## src/rtl/rr_arbiter_binary_pkg.sv

```systemverilog
// rr_arbiter_binary_pkg: shared state type and pointer wrap helper for the round-robin arbiter
package rr_arbiter_binary_pkg;
  typedef enum logic {IDLE, GRANT} arb_state_t;
  function automatic int unsigned rr_wrap_inc(input int unsigned idx, input int unsigned count);
    return (idx == count - 1) ? 0 : idx + 1;
  endfunction
endpackage

```

## src/rtl/rr_priority_pick.sv

```systemverilog
// rr_priority_pick: rotated priority search, first set req bit at or after ptr with wrap
module rr_priority_pick #(
  parameter int REQ_COUNT = 4,
  parameter int SEL_WIDTH = $clog2(REQ_COUNT)
) (
  input  logic [REQ_COUNT-1:0] req,
  input  logic [SEL_WIDTH-1:0] ptr,
  output logic                 found,
  output logic [SEL_WIDTH-1:0] idx
);
  logic [REQ_COUNT-1:0] rot;
  logic [SEL_WIDTH-1:0] off;
  logic [SEL_WIDTH:0]   sum;
  always_comb begin
    rot = REQ_COUNT'({req, req} >> ptr);
    off = '0;
    for (int i = REQ_COUNT - 1; i >= 0; i--) if (rot[i]) off = SEL_WIDTH'(i);
    sum = {1'b0, ptr} + {1'b0, off};
    found = |req;
    // explicit compare keeps non-power-of-two counts from producing out-of-range indices
    idx = (sum >= (SEL_WIDTH+1)'(REQ_COUNT)) ? SEL_WIDTH'(sum - (SEL_WIDTH+1)'(REQ_COUNT)) : sum[SEL_WIDTH-1:0];
  end
endmodule

```

## src/rtl/rr_arbiter_binary.sv

```systemverilog
// rr_arbiter_binary: round-robin arbiter with registered binary grant and valid/ready handshake.
// Optional packet lock (gnt_lock port) enabled with `define ARB_LOCK_EN.
module rr_arbiter_binary
  import rr_arbiter_binary_pkg::*;
#(
  parameter  int REQ_COUNT = 4,
  localparam int SEL_WIDTH = $clog2(REQ_COUNT)
) (
  input  logic                 reset_n,
  input  logic                 clk,
  input  logic [REQ_COUNT-1:0] req,
  output logic [SEL_WIDTH-1:0] gnt_bin,
  output logic                 gnt_valid,
  input  logic                 gnt_ready
`ifdef ARB_LOCK_EN
  ,
  input  logic                 gnt_lock
`endif
);
  arb_state_t state;
  logic [SEL_WIDTH-1:0] ptr, next_ptr, pick_ptr, pick_idx;
  logic pick_found, hs, lock_hold;
  always_comb begin
    hs = (state == GRANT) && gnt_ready;
    next_ptr = SEL_WIDTH'(rr_wrap_inc(32'(gnt_bin), REQ_COUNT));
    pick_ptr = (state == GRANT) ? next_ptr : ptr;
`ifdef ARB_LOCK_EN
    lock_hold = hs && gnt_lock && req[gnt_bin];
`else
    lock_hold = 1'b0;
`endif
  end
  rr_priority_pick #(.REQ_COUNT(REQ_COUNT), .SEL_WIDTH(SEL_WIDTH)) u_pick (
    .req   (req),
    .ptr   (pick_ptr),
    .found (pick_found),
    .idx   (pick_idx)
  );
  always_ff @(posedge clk or negedge reset_n) begin
    if (!reset_n) begin
      state     <= IDLE;
      gnt_valid <= 1'b0;
      gnt_bin   <= '0;
      ptr       <= '0;
    end else if (state == IDLE) begin
      if (pick_found) begin
        gnt_bin   <= pick_idx;
        gnt_valid <= 1'b1;
        state     <= GRANT;
      end
    end else if (hs && !lock_hold) begin
      ptr <= next_ptr;
      if (pick_found) gnt_bin <= pick_idx;
      else begin
        gnt_valid <= 1'b0;
        state     <= IDLE;
      end
    end
  end
endmodule

```

## config.mk

```make
export PLATFORM = sky130hd
export DESIGN_NAME = rr_arbiter_binary
export DESIGN_NICKNAME = d
export VERILOG_FILES = /design/src/rtl/rr_arbiter_binary_pkg.sv /design/src/rtl/rr_priority_pick.sv /design/src/rtl/rr_arbiter_binary.sv
export SDC_FILE = /design/constraint.sdc
export NUM_CORES = 1
export LEC_CHECK = 0
export BUFFER_PORTS_ARGS = -buffer_cell sky130_fd_sc_hd__buf_2
export CAP_MARGIN = 0
export CORE_AREA = 2 2 39 41
export DETAILED_ROUTE_END_ITERATION = 10
export DIE_AREA = 0 0 41 43
export PLACE_DENSITY = 0.61
export SLEW_MARGIN = 25
export SYNTH_ARGS = -nofsm -noshare
export SYNTH_HDL_FRONTEND = slang
export SYNTH_SLANG_ARGS = --single-unit
export TNS_END_PERCENT = 5
```

## constraint.sdc

```tcl
create_clock -name clk -period 3 [get_ports clk]
set_input_delay 0.45 -clock clk [delete_from_list [all_inputs] [get_ports clk]]
set_output_delay 0.45 -clock clk [all_outputs]
set_load 0.01 [all_outputs]
```

==> out/results.tsv <==
stage	metric	value	unit
setup_path	Crit path buffers/inverters	0	
synth	Yosys reg bits	6	
detailed_routing	drt first pass iters	2	
synth	Post-synth ARST share	100.0	%
floorplan	Placeable Area	0.001384	mm2
setup_path	critical path, cell by cell	ha_1 -> mux2_2 -> a21oi_1 -> o21ai_1 -> a32oi_1 -> ha_1 -> xnor2_1 -> and2_1 -> o311a_1 -> a211oi_1	
cells_and_area	share of layout cells above drive strength 1	30.43	%
synth	Area contributors post-synth	dfrtp_1 29%, mux2_2 6.5%, a21oi_1 5.8%	
detailed_routing	vias per cell	5.224	
synth	XOR/XNOR share of the synthesized area	1.695	%
clock_network	worst-case clock buffer depth	2	
floorplan	Initial Util	37.34	%
sta	post-route setup TNS	0	ns
detailed_routing	DRC Markers	0	
clock_network	root buffer cell	clkbuf_4	
cells_and_area	P&R area growth vs syn	13.80	%
sta	max_slew headroom	57.11	%
cells_and_area	fillcell total	127	
power_and_ir_drop	net switching power	0.2364	mW
synth	Mapped Cells	59	
cells_and_area	final net count	80	
clock_network	TritonCTS Buffers	3	
clock_network	cells resized by post-CTS repair	0	
hold_path	hold crit path type	input port to asynchronous set/reset pin	
power_and_ir_drop	pwr dens	953.1	mW/mm2
floorplan	die area	0.001763	mm2
clock_network	post-cts hold buffer count	0	
floorplan	FP Rows	14	
setup_path	Setup Crit Path Kind	flop to flop	
flow_run	Max-Cap Viols	0	
synth	post-synthesis simple-gate area fraction	17.92	%
setup_path	CP most frequent cell	ha_1	
synth	Synth area leader	dfrtp_1	
grt	vias in the first global route	438	
floorplan	Top-Level Pins	10	
synth	number of synthesized flops with an enable pin	0	
setup_path	Arr. time, crit path	2.52	ns
power_and_ir_drop	VDD IR-drop max	0.4377	mV
synth	Yosys warnings	0	
synth	sequential area share after synthesis	29.06	%
setup_path	worst stage delay on the critical path	0.43	ns
synth	synthesized area	516.7	um2
setup_path	Required @ worst endpoint	3.14	ns
clock_network	Clk Latency, worst-skew pair	0.25	ns
status	status	finished, final reports clean	
placement	buffers added on ports	9	
synth	count leader, synth	inv_1	
sta	Hold Vio Cnt, Final	0	
floorplan	die span in x	41	um
detailed_routing	Antenna Violating Nets Remaining	0	
grt	global route overflow	0	
clock_network	CTS tree	done	
power_and_ir_drop	sw frac	42.18	%
placement	GPL Wtd Cong	0.7792	
synth	Yosys top cell area share	29.06	%
synth	largest family of logic cells by synthesized area	compound AO/OA/AOI/OAI gates	
synth	synth cell count leaders	8 x inv_1, 6 x a21oi_1, 6 x dfrtp_1	
setup_path	CP max FO	6	
detailed_routing	routed wire length	990	um
synth	syn nets	68	
detailed_routing	via count	444	
floorplan	die height	43	um
setup_path	crit end category	flop	
clock_network	Sink Count	6	
grt	Global Route Usage Sum	15.08	%
synth	compound-gate portion of the synthesized area	28.33	%
sta	worst slew pin tran	0.6375	ns
detailed_routing	routed wire length per instance	11.65	um
synth	syn_area_per_cell	8.758	um2
power_and_ir_drop	Pleak	0.2731	nW
synth	adder-cell share of the synthesized area	4.843	%
power_and_ir_drop	Flop pwr share	25.9	%
synth	ys flop type	dfrtp_1	
sta	final clock period utilization by the worst path	79.36	%
setup_path	Setup crit start kind	flop	
sta	RSZ-0062 raised after global routing	false	
detailed_routing	DRT iter0 DRCs	5	
setup_path	Crit path max-delay family	compound AO/OA/AOI/OAI gates	
sta	final setup margin	0.6192	ns
sta	clk_skew	0.008752	ns
sta	Final Setup Violations	0	
placement	Place WS	0.6526	ns
power_and_ir_drop	part of the power in combinational logic	60.9	%
placement	DPL Wire Length	768.4	um
clock_network	clock slew at reported path FFs	0.05	ns
grt	first-pass GRT wire length	1814	um
grt	initial antenna violation count	0	
grt	largest net degree at the start of global routing	10	
clock_network	setup repair bufs after CTS	0	
power_and_ir_drop	cell internal pwr	0.3241	mW
synth	multiplexer share of the synthesized area	9.201	%
clock_network	H-Tree Depth	1	
cells_and_area	diode count	0	
cells_and_area	fin util	42.50	%
sta	final slew viol count	0	
power_and_ir_drop	clock power share	13.2	%
setup_path	CP max stage cell	dfrtp_1	
sta	minimum clock period	2.381	ns
synth	number of distinct library cells after synthesis	30	
sta	Max Fclk	0.4200	GHz
## layer usage
metal / up-vias / routed length, um / track usage [%]
li1: 237 / - / -
met1: 206 / 500 / 20.13
met2: 1 / 486 / 21.88
met3: 0 / 3 / 6.283
met4: 0 / 0 / 4.000
met5: - / 0 / 0
## power by group through the flow
stage,clock network [mW],logic [mW],registers (mW)
floorplan,0,0.263,0.149
global route,0.0824,0.388,0.150
global placement,0,0.339,0.145
detailed placement,0,0.343,0.146
finish,0.0740,0.341,0.145
CTS,0.0787,0.345,0.145
## path summary, 6_finish.rpt
check / startpoint / to / slack (ns) / cells after the start
worst max-delay path: gnt_bin[0] / gnt_bin[1] / 0.62 / 10
worst min-delay path: reset_n / ptr[0] / 0.02 / 1
worst max register to register: gnt_bin[0] / gnt_bin[1] / 0.62 / 10
worst min register to register: ptr[0] / ptr[0] / 0.52 / 2
max in group asynchronous: reset_n / gnt_bin[1] / 2.83 / 1
min in group clk: gnt_ready / state / 0.42 / 2
## state kept, by name (all words and copies together) (netlist names)
register,count
gnt_bin,2
gnt_valid,1
state,1
ptr,2
## layout make-up
cell class | instances | area (um2) | share of cell area (%)
Multi-Input combinational cell | 43 | 320.3 | 54.47
Sequential cell | 6 | 150.1 | 25.53
Timing Repair Buffer | 9 | 45.04 | 7.660
Inverter | 8 | 30.03 | 5.106
Clock buffer | 3 | 22.52 | 3.830
Tap cell | 16 | 20.02 | 3.404
## metrics by stage
step	cells	power (mW)	cell area, um2	hold slack, ns
final	85	0.5605	588.1	0.01927
after global routing	85	0.6199	588.1	0.01754
after CTS	85	0.5685	588.1	0.01107
after detailed placement	82	0.4892	565.5	0.2792
after global placement	82	0.4840	565.5	0.2780
after floorplan	59	0.4126	516.7	0.1544
## placed cells by master (no fill, tap or decap), types with 2 or more instances in the layout
cell type  instances
mux2_2             3
inv_1              8
o31ai_1            2
a21oi_1            6
dfrtp_1            6
nor2_1             5
buf_2              9
a211oi_1           2
nor4_1             2
ha_1               2
o21ai_0            2
clkbuf_4           3
nand2_1            2
## cell families after synthesis
kind of cell,Yosys count
mux,4
flops,6
xor+xnor,1
compound gates,20
fa+ha+maj,2
buf+inv,10
simple gates,16
No activity file was read; power rests on OpenSTA's default activity.
